`config.mk`:
```
export PLATFORM = sky130hd
export DESIGN_NAME = div_unit
export DESIGN_NICKNAME = d
export VERILOG_FILES = /design/src/rtl/div_unit.sv
export SDC_FILE = /design/constraint.sdc
export NUM_CORES = 1
export LEC_CHECK = 0
export CORE_MARGIN = 2
export CORE_UTILIZATION = 45
export CTS_BUF_LIST = sky130_fd_sc_hd__clkbuf_16
export DETAILED_ROUTE_END_ITERATION = 10
export PLACE_DENSITY_LB_ADDON = 0.25
export SKIP_LAST_GASP = 1
export SYNTH_ARGS = -nofsm -noshare
export SYNTH_HDL_FRONTEND = slang
export SYNTH_SLANG_ARGS = --single-unit
```
`constraint.sdc`:
```
create_clock -name clk -period 3.18 [get_ports clk]
set_clock_uncertainty 0.2 [all_clocks]
set_input_delay 0.318 -clock clk [delete_from_list [all_inputs] [get_ports clk]]
set_output_delay 0.318 -clock clk [all_outputs]
set_load 0.05 [all_outputs]
```
`src/rtl/div_unit.sv`:
```
// Iterative 32-bit restoring divider (signed/unsigned), result {rem, quo}.
// Optional DIV_ZERO_FAST_EN: divide-by-zero finishes in one cycle.
module div_unit #(
  parameter logic [4:0] DIV_CONTROL  = 5'b10000,
  parameter logic [4:0] DIVU_CONTROL = 5'b10001
) (
  input  logic        clk,
  input  logic        resetn,
  input  logic [4:0]  alucontrol,
  input  logic        start,
  input  logic        annul,
  input  logic [31:0] a,
  input  logic [31:0] b,
  output logic        busy,
  output logic        ready,
  output logic [63:0] result
);

`ifdef DIV_ZERO_FAST_EN
  localparam logic FAST_ZERO = 1'b1;
`else
  localparam logic FAST_ZERO = 1'b0;
`endif

  typedef enum logic [1:0] {IDLE, RUN, DONE} state_t;

  state_t      state, nstate;
  logic [5:0]  cnt;
  logic [31:0] a_q, d_q, q_q, r_q;
  logic        bz_q, negq_q, negr_q;
  logic [63:0] res_q;

  logic        sgn, is_div, acc;
  logic [31:0] a_mag, b_mag;
  logic [32:0] trial;
  logic        fit;
  logic [31:0] rsub, qfix, rfix;
  logic [63:0] fin;

  assign sgn    = (alucontrol == DIV_CONTROL);
  assign is_div = sgn || (alucontrol == DIVU_CONTROL);
  assign acc    = (state == IDLE) && start
                  && !annul && is_div;

  assign a_mag = (sgn && a[31]) ? 32'd0 - a : a;
  assign b_mag = (sgn && b[31]) ? 32'd0 - b : b;

  // One restoring step: shift in next dividend bit, subtract if it fits
  assign trial = {r_q, q_q[31]};
  assign fit   = trial >= {1'b0, d_q};
  assign rsub  = trial[31:0] - d_q;

  assign qfix = negq_q ? 32'd0 - q_q : q_q;
  assign rfix = negr_q ? 32'd0 - r_q : r_q;
  assign fin  = bz_q ? {a_q, 32'hFFFF_FFFF}
                     : {rfix, qfix};

  always_comb begin
    nstate = state;
    unique case (state)
      IDLE:
        if (acc)
          nstate = (FAST_ZERO && b == 32'd0)
                   ? DONE : RUN;
      RUN:
        if (annul)             nstate = IDLE;
        else if (cnt == 6'd31) nstate = DONE;
      DONE:
        nstate = IDLE;
      default:
        nstate = IDLE;
    endcase
  end

  assign busy   = (state != IDLE);
  assign ready  = (state == DONE) && !annul;
  assign result = ready ? fin : res_q;

  always_ff @(posedge clk or negedge resetn) begin
    if (!resetn) begin
      state  <= IDLE;
      cnt    <= 6'd0;
      a_q    <= 32'd0;
      d_q    <= 32'd0;
      q_q    <= 32'd0;
      r_q    <= 32'd0;
      bz_q   <= 1'b0;
      negq_q <= 1'b0;
      negr_q <= 1'b0;
      res_q  <= 64'd0;
    end else begin
      state <= nstate;
      if (acc) begin
        a_q    <= a;
        d_q    <= b_mag;
        q_q    <= a_mag;
        r_q    <= 32'd0;
        cnt    <= 6'd0;
        bz_q   <= (b == 32'd0);
        negq_q <= sgn && (a[31] ^ b[31]);
        negr_q <= sgn && a[31];
      end else if (state == RUN) begin
        q_q <= {q_q[30:0], fit};
        r_q <= fit ? rsub : trial[31:0];
        cnt <= cnt + 6'd1;
      end
      if (ready)
        res_q <= fin;
    end
  end

endmodule

```
==> results of run 1 <==
-- critical path, delay by kind of cell (launching register included) --
family | cells | cell delay, ns
AND/OR/NAND/NOR | 5 | 1.44
flip-flops | 1 | 0.37
AO/OA/AOI/OAI | 2 | 0.34
XOR/XNOR | 1 | 0.22
buffers and inverters | 1 | 0.20
-- power breakdown --
part	leakage [uW]	internal, uW	total (uW)	switching [uW]
Combinational	0.00498	4150	8860	4710
Sequential	0.00260	3150	3780	626
Clock	0.000426	1680	2870	1190
Total	0.00801	8970	15500	6520
-- synth_stat cells, drive strengths merged (10+ instances only) --
cell type	n	share of area (%)
nor3	27	1.1
o22a	11	0.76
nand2b	10	0.49
and2	10	0.49
a21oi	129	5.1
o41ai	11	0.81
a31oi	16	0.79
xnor2	70	4.8
ha	37	3.6
o21ai	144	5.7
or3	13	0.72
inv	56	1.6
dfrtp	203	40
buf	14	0.65
a21o	11	0.65
mux2i	39	3.1
nor4	15	0.85
nand3	42	1.6
nor2	130	3.8
clkbuf	65	1.9
o31ai	26	1.6
nand2	274	8.1
xor2	64	4.4
nand4	13	0.64
and3	11	0.54
or4	12	0.77
-- final timing paths --
| check | startpoint | endpoint |
|---|---|---|
| hold / removal | resetn | res_q[47]$_DFF_PN0_ |
| min in group clk | annul | state[1]$_DFFE_PN0P_ |
| setup / recovery | q_q[9]$_DFFE_PN0P_ | result[28] |
| setup reg to reg | r_q[0]$_DFFE_PN0P_ | r_q[15]$_DFFE_PN0P_ |
| max in group asynchronous | resetn | res_q[23]$_DFF_PN0_ |
| hold reg to reg | d_q[11]$_DFFE_PN0P_ | d_q[11]$_DFFE_PN0P_ |
-- kinds of logic after synthesis --
logic type | synth area share, %
mux | 3.06
flops | 39.9
compound gates | 19.3
fa+ha+maj | 3.79
simple gates | 20.6
buf+inv | 4.22
xor+xnor | 9.21
-- repair_timing --
action / CTS / global route
endpoints found under the hold margin: 60 / 0
pin swaps: 74 / 78
hold buffers: 1 / 0
buffers inserted: 24 / 34
setup endpoints to repair: 84 / 84
resized for setup: 160 / 113
cloned: 3 / 0
-- flip-flops by register name (all words and copies together) (netlist names) --
signal	count
negr_q	1
r_q	32
state	2
d_q	32
q_q	32
bz_q	1
negq_q	1
a_q	32
cnt	6
res_q	64
-- routing by layer --
metal | vias up | routed length, um | track usage, %
met1 | 6152 | 17500 | 36.5
met3 | 85 | 2520 | 3.20
met4 | 0 | 1090 | 7.78
met2 | 452 | 21100 | 47.8
met5 | - | 0 | 0
li1 | 5971 | - | -
-- stage by stage --
stage	hold WS, ns	setup slack, ns	TNS (ns)
detailed placement	0.154	-0.209	-3.70
floorplan	-0.178	0.0133	0
finish	0.150	-0.470	-11.78
global route	0.226	-0.578	-19.28
global placement	0.155	-0.212	-3.12
CTS	0.169	-0.445	-11.17
-- cell type report --
cell class / count / area share, %
clock inverter: 21 / 0.997
clock buffer: 25 / 3.37
timing repair buffer: 340 / 19.7
sequential: 203 / 27.4
multi-input combinational: 1201 / 44.8
inverter: 56 / 1.15
tap: 378 / 2.55
==> results.txt, run 1 <==
outcome: finished, violations left
failing checks: setup timing
maximum clock rate: 0.274 GHz
Post-Synthesis Net Count: 1,650
fraction of registers with async set or reset after synthesis: 100%
ordered cell list for the critical path: or3_1 -> or4_4 -> nor2_4 -> nand4_1 -> nand2b_4 -> o41ai_4 -> xor2_1 -> a21oi_2 -> buf_12
detailed-route wire length: 42,200 um
area added between synthesis and finish: 45.7%
floorplan core area: 27,900 um^2
Post-Synthesis Cells: 1,539
worst hold path type: in -> async
number of input and output port buffers inserted: 138
arrival time worst endpoint: 3.13 ns
Slew Limit Fails: 0
total congestion overflow after global routing: 0
level count of the clock H-tree: 1
maximum fanout along the worst path: 3
number of nets in the layout: 1,938
worst slew slack as a fraction of its limit: 41.4%
detailed-router iteration count before antenna repair: 5
gr usage total: 27.6%
root cell of the clock tree: clkbuf_16
clock period minus worst slack: 3.65 ns
leading cell types in the layout, fill and taps excluded: nand2_1 (264), dfrtp_1 (195), buf_4 (178)
Placed Area: 16,200 um^2
vias in the first global route: 12,213
worst setup slack after layout: -0.470 ns
endpoints failing hold: 0
die width: 172 um
flip-flop and latch area: 5090 um^2
Iteration-0 DRC Markers: 1,073
clock tree buffer depth: 3
DRC: 0
average wire length per cell after detail routing: 19.0 um
global placer's final weighted congestion: 0.921
transition time at the pin with the least slew margin: 0.877 ns
slowest cell on the critical path: or4_4
fill cell count: 2,223
floorplan die height: 172 um
WS Path Type: reg -> out
Post-synth EDFFs: 0
sum of internal, switching and leakage power: 15,500 uW
effective utilization at floorplan: 45.7%
peak ir drop on the vdd network: 489 uV
CTS tree: yes
Inserted Diodes: 0
average vias per placed instance: 5.69
number of cells on the worst reg-to-reg path: 14
Worst Setup Start Kind: flop
total die area: 29,700 um^2
register-to-register setup slack: -0.04 ns
average size of a mapped cell: 8.28 um^2
clock input transition at the sequential cells of the worst setup and hold paths: 0.07 ns
sequential-to-total area share from yosys stat: 39.9%
top-level port count: 139
most frequently used flop master after synthesis: dfrtp_1
critical path required time: 2.66 ns
largest stage delay on the critical path: 0.47 ns
core occupancy in the finished layout: 66.7%
number of distinct standard cells referenced by the synthesized netlist: 71
power per standard cell area: 834 nW/um^2
clock buffers created by TritonCTS: 25
proportion of layout cells with a drive suffix above 1: 27.8%
# placed instances: 2,128
setup repair after global routing missed its margin: true
Setup-failing EPs final: 51
global-route wire length before repair: 64,900 um
final antenna-violating net count: 0
number of warning messages in the yosys log: 0
cell area after technology mapping: 12,700 um^2
total number of placement rows: 61
flop and latch count out of synthesis: 203
pin count of the biggest net entering global routing: 106
placed wire-length estimate: 29,200 um
Worst setup EP type: primary output
Worst-Skew Late Latency: 0.54 ns
leakage power figure: 0.00801 uW
commonest non-fill, non-tap cell in the layout: nand2_1
CTS sink cnt: 203
initial antenna violation count: 0
maxcap violations: 0
multi-input gate area in the final layout: 8320 um^2
Via Count: 12,660
Final period util: 115%
Finished Cell Area: 18,600 um^2
post-route non-filler standard cell count: 2,224
Note: power is estimated with default switching activity, not from simulation.
==> run 2, diff against run 1 <==
--- a/config.mk
+++ b/config.mk
@@ -9,7 +9,9 @@
 export CORE_UTILIZATION = 45
 export CTS_BUF_LIST = sky130_fd_sc_hd__clkbuf_16
 export DETAILED_ROUTE_END_ITERATION = 10
+export GPL_TIMING_DRIVEN = 0
 export PLACE_DENSITY_LB_ADDON = 0.25
+export SKIP_CTS_REPAIR_TIMING = 1
 export SKIP_LAST_GASP = 1
 export SYNTH_ARGS = -nofsm -noshare
 export SYNTH_HDL_FRONTEND = slang
==> run 2 against run 1 <==
Effect of this change: the flow still finishes with violations (setup timing); sequential share of layout area grew 3.0 points; first-iteration DRC count shrank 0.19%; global-route usage shrank 0.65 points; non-clock buffer count shrank 67; worst setup slack lost 0.22 ns; critical path depth is the same; combinational power shrank 19%; largest cell class unchanged.
==> results.txt, run 2 (synthesis results as in run 1) <==
Slew Limit Fails: 0
Inserted Diodes: 0
commonest non-fill, non-tap cell in the layout: nand2_1
total number of placement rows: 61
final-layout worst hold slack: 0.205 ns
Via Count: 12,425
ordered cell list for the critical path: or3_4 -> or3_4 -> nor4_4 -> nand4_1 -> o41ai_2 -> xnor2_1 -> mux2i_1 -> o21ai_2 -> buf_6
die width: 172 um
number of input and output port buffers inserted: 138
global-route wire length before repair: 62,400 um
slowest cell on the critical path: dfrtp_2
WS Path Type: reg -> out
leakage power figure: 0.00714 uW
setup TNS after final layout: -16.21 ns
setup repair after global routing missed its margin: true
Worst-Skew Late Latency: 0.53 ns
gr usage total: 26.9%
Iteration-0 DRC Markers: 1,071
CTS tree: yes
level count of the clock H-tree: 1
most used cell, CP: or3_4
Setup crit end: result[61]
power per standard cell area: 823 nW/um^2
clock buffers created by TritonCTS: 23
Top reg by flops: res_q
leading cell types in the layout, fill and taps excluded: nand2_1 (266), dfrtp_1 (178), nor2_1 (124)
number of nets in the layout: 1,869
average vias per placed instance: 5.77
pin count of the biggest net entering global routing: 110
worst slew slack as a fraction of its limit: 32.4%
arrival time worst endpoint: 3.35 ns
placed wire-length estimate: 30,800 um
vias in the first global route: 11,681
startpoint of the worst setup timing path: r_q[19]$_DFFE_PN0P_
final antenna-violating net count: 0
count of cell instances traversed by the critical path: 9
failing checks: setup timing
global placer's final weighted congestion: 0.918
Setup-failing EPs final: 56
Reg2Reg Capture Point: r_q[30]$_DFFE_PN0P_
top-level port count: 139
total die area: 29,700 um^2
worst hold path type: in -> async
maxcap violations: 0
detailed-router iteration count before antenna repair: 6
endpoints failing hold: 0
Worst R2R Start: q_q[31]$_DFFE_PN0P_
detailed-route wire length: 42,000 um
floorplan core area: 27,900 um^2
maximum clock rate: 0.259 GHz
buffers and inverters on the worst path: 1
maximum fanout along the worst path: 5
effective utilization at floorplan: 45.7%
Final period util: 122%
DRC: 0
peak ir drop on the vdd network: 423 uV
number of flip-flops in the largest register: 64
worst setup slack after layout: -0.688 ns
clock tree buffer depth: 3
top cell family by delay on the critical path: simple AND/OR/NAND/NOR gates
largest stage delay on the critical path: 0.44 ns
CTS sink cnt: 203
transition time at the pin with the least slew margin: 1.00 ns
number of cells on the worst reg-to-reg path: 13
fill cell count: 2,389
root cell of the clock tree: clkbuf_16
clock input transition at the sequential cells of the worst setup and hold paths: 0.06 ns
clock period minus worst slack: 3.87 ns
register-to-register setup slack: -0.12 ns
Worst Setup Start Kind: flop
critical path required time: 2.66 ns
outcome: finished, violations left
area added between synthesis and finish: 31.9%
average wire length per cell after detail routing: 19.5 um
floorplan die height: 172 um
initial antenna violation count: 0
proportion of layout cells with a drive suffix above 1: 21.5%
total congestion overflow after global routing: 0
sum of internal, switching and leakage power: 13,800 uW
Worst setup EP type: primary output
==> run 2: where the power goes <==
part | switching [uW] | internal (uW) | total, uW
Combinational | 3930 | 3270 | 7200
Clock | 1100 | 1480 | 2580
Sequential | 881 | 3170 | 4050
Total | 5910 | 7920 | 13800
==> run 2: per-stage QoR <==
stage | area (um^2) | instances | utilization (%) | setup WS, ns
floorplan | 12800 | 1539 | - | 0.0133
global placement | 14700 | 2055 | 52.8 | -7.00
detailed placement | 14700 | 2056 | 52.9 | -1.10
CTS | 15400 | 2097 | 55.4 | -1.54
global route | 16800 | 2152 | 60.4 | -0.767
finish | 16800 | 2152 | 60.4 | -0.688
==> run 2: layout make-up <==
class                      instances  area [um^2]  share of cell area, %
sequential                       203         5110                   30.4
clock buffer                      23          576                   3.42
buffer                            75          337                   2.00
tap                              378          473                   2.81
timing repair buffer             198         1770                   10.5
clock inverter                    18          141                  0.841
multi-input combinational       1201         8190                   48.7
inverter                          56          213                   1.26
==> run 2: how the worst min path moves through the flow <==
| stage | startpoint | to | slack (ns) | cells after the start |
|---|---|---|---|---|
| detailed placement | resetn | res_q[48]$_DFF_PN0_ | 0.19 | 1 |
| floorplan | resetn | a_q[0]$_DFFE_PN0P_ | -0.18 | 0 |
| global route | a[30] | a_q[30]$_DFFE_PN0P_ | 0.23 | 3 |
| global placement | res_q[60]$_DFF_PN0_ | res_q[60]$_DFF_PN0_ | 0.25 | 2 |
| finish | resetn | res_q[50]$_DFF_PN0_ | 0.21 | 2 |
| CTS | resetn | res_q[50]$_DFF_PN0_ | -0.37 | 1 |
==> run 2: metal layers <==
metal | share of wire, % | vias up | track usage (%)
li1 | - | 5835 | -
met1 | 43 | 6044 | 36.0
met2 | 48 | 445 | 45.3
met3 | 5.8 | 101 | 3.14
met4 | 3.4 | 0 | 9.57
met5 | 0 | - | 0
==> run 2: worst register-to-register path: cells and delay by family (launching register included) <==
kind / cells / cell delay, ns
AO/OA/AOI/OAI: 5 / 1.36
adder cells (fa/ha/maj): 2 / 0.48
buffers and inverters: 3 / 0.34
flip-flops: 1 / 0.41
multiplexers: 1 / 0.16
AND/OR/NAND/NOR: 2 / 0.23
==> run 3, diff against run 2 <==
--- a/config.mk
+++ b/config.mk
@@ -5,12 +5,11 @@
 export SDC_FILE = /design/constraint.sdc
 export NUM_CORES = 1
 export LEC_CHECK = 0
-export CORE_MARGIN = 2
 export CORE_UTILIZATION = 45
 export CTS_BUF_LIST = sky130_fd_sc_hd__clkbuf_16
 export DETAILED_ROUTE_END_ITERATION = 10
 export GPL_TIMING_DRIVEN = 0
-export PLACE_DENSITY_LB_ADDON = 0.25
+export PLACE_DENSITY = 0.75
 export SKIP_CTS_REPAIR_TIMING = 1
 export SKIP_LAST_GASP = 1
 export SYNTH_ARGS = -nofsm -noshare
==> run 3 against run 2 <==
Effect of this change: the run ends with DRC, setup timing left; design area increased by 1.9%; wire length is 2.8% higher; first-iteration DRC count is 18% higher; global-route usage rose by 0.55 points; cell count increased by 0.46%; die area fell by 2.3%; largest cell class unchanged; largest power group unchanged; highest routed layer unchanged.
==> results.txt, run 3 (synthesis results as in run 1) <==
outcome: finished, violations left
failing checks: DRC, setup timing
detailed-router iteration count before antenna repair: 9
global-route wire length before repair: 62,400 um
WS Path Type: reg -> out
fill cell count: 2,314
die width: 170 um
Iteration-0 DRC Markers: 1,266
maximum clock rate: 0.254 GHz
arrival time worst endpoint: 3.41 ns
worst hold path type: in -> async
detailed-route wire length: 43,200 um
# placed instances: 2,057
top cell family by delay on the critical path: simple AND/OR/NAND/NOR gates
clock tree buffer depth: 3
Setup-failing EPs final: 54
DRC: 2
part of the power in registers: 28.4%
flip-flop and latch area: 5110 um^2
Worst setup EP type: primary output
effective utilization at floorplan: 45.7%
worst slew slack as a fraction of its limit: 33.7%
clock buffers created by TritonCTS: 24
switching power: 6080 uW
Placed Area: 14,800 um^2
total number of placement rows: 61
maxcap violations: 0
post-route non-filler standard cell count: 2,162
Worst-Skew Late Latency: 0.52 ns
Worst Setup Start Kind: flop
root cell of the clock tree: clkbuf_16
Via Count: 12,668
part of the total power dissipated in the clock network: 20.1%
multi-input gate area in the final layout: 8220 um^2
average vias per placed instance: 5.86
total die area: 29,000 um^2
peak ir drop on the vdd network: 480 uV
CTS sink cnt: 203
pre-CTS setup slack: -1.08 ns
area added between synthesis and finish: 34.4%
number of nets in the layout: 1,880
placed wire-length estimate: 30,300 um
global placer's final weighted congestion: 0.910
net switching share of the total power: 42.1%
gr usage total: 27.5%
Inserted Diodes: 0
slowest cell on the critical path: dfrtp_2
pin count of the biggest net entering global routing: 107
Top reg by flops: res_q
buffers and inverters on the worst path: 1
floorplan die height: 170 um
endpoints failing hold: 0
total congestion overflow after global routing: 0
level count of the clock H-tree: 1
Internal Pwr Total: 8340 uW
Finished Cell Area: 17,100 um^2
initial antenna violation count: 0
final antenna-violating net count: 0
part of the power in combinational logic: 51.5%
top-level port count: 139
leading cell types in the layout, fill and taps excluded: nand2_1 (266), dfrtp_1 (180), nor2_1 (125)
worst setup slack after layout: -0.752 ns
vias in the first global route: 11,733
Final period util: 124%
average wire length per cell after detail routing: 20.0 um
CTS tree: yes
ordered cell list for the critical path: or3_4 -> or3_4 -> nor4_4 -> nand4_1 -> o41ai_2 -> xnor2_1 -> mux2i_1 -> o21ai_2 -> buf_6
transition time at the pin with the least slew margin: 0.986 ns
floorplan core area: 27,900 um^2
largest stage delay on the critical path: 0.42 ns
Slew Limit Fails: 0
leakage power figure: 0.00730 uW
number of flip-flops in the largest register: 64
most used cell, CP: or3_4
commonest non-fill, non-tap cell in the layout: nand2_1
critical path required time: 2.66 ns
clock input transition at the sequential cells of the worst setup and hold paths: 0.06 ns
maximum fanout along the worst path: 3
power per standard cell area: 842 nW/um^2
setup repair after global routing missed its margin: true
proportion of layout cells with a drive suffix above 1: 22.7%
number of input and output port buffers inserted: 138
clock period minus worst slack: 3.93 ns
==> run 3: cell types whose count changed in the layout (fill, tap and decap cells not counted), sizes merged <==
cell,delta
buf,+24
clkbuf,-14
bufinv,+3
clkinv,-3
dlymetal6s2s,+2
inv,-2
==> run 3: path summary, 6_finish.rpt <==
check                               startpoint                  end  slack, ns  cells past startpoint
setup / recovery           r_q[20]$_DFFE_PN0P_           result[61]      -0.75                      9
hold / removal                          resetn  res_q[48]$_DFF_PN0_       0.05                      2
setup reg to reg           q_q[31]$_DFFE_PN0P_  r_q[30]$_DFFE_PN0P_      -0.12                     12
hold reg to reg            res_q[60]$_DFF_PN0_  res_q[60]$_DFF_PN0_       0.27                      2
max in group asynchronous               resetn   q_q[2]$_DFFE_PN0P_       1.62                      4
min in group clk                         a[26]  a_q[26]$_DFFE_PN0P_       0.24                      3
==> run 3: cell type report <==
| class | instances | area share [%] |
|---|---|---|
| clock buffer | 25 | 3.65 |
| multi-input combinational | 1201 | 47.9 |
| timing repair buffer | 208 | 11.3 |
| buffer | 75 | 2.09 |
| sequential | 203 | 29.8 |
| clock inverter | 16 | 1.17 |
| tap | 378 | 2.76 |
| inverter | 56 | 1.24 |
==> run 3: through the flow <==
stage / TNS [ns] / util, % / hold slack [ns] / power [uW]
finish: -15.76 / 61.5 / 0.0529 / 14400
global route: -21.57 / 61.5 / 0.0729 / 15200
CTS: -96.45 / 55.9 / -0.553 / 12400
detailed placement: -133.07 / 53.0 / -0.00966 / 9510
global placement: -1508.47 / 52.8 / 0.253 / 9420
floorplan: 0 / - / -0.178 / 7860
==> run 3: per-layer routing <==
layer / share of wire [%] / GRT usage [%] / vias up
met5: 0 / 0 / -
met4: 4.5 / 11.6 / 0
met3: 7.6 / 3.37 / 149
met2: 48 / 45.8 / 602
met1: 40 / 36.0 / 6049
li1: - / - / 5868
==> run 3: power groups by stage <==
| stage | clock, uW | sequential [uW] | combinational [uW] |
|---|---|---|---|
| after global placement | 0 | 3930 | 5500 |
| after detailed placement | 0 | 3950 | 5560 |
| final | 2900 | 4090 | 7430 |
| after global routing | 3020 | 4150 | 8010 |
| after floorplan | 0 | 3670 | 4190 |
| after CTS | 2910 | 3910 | 5590 |
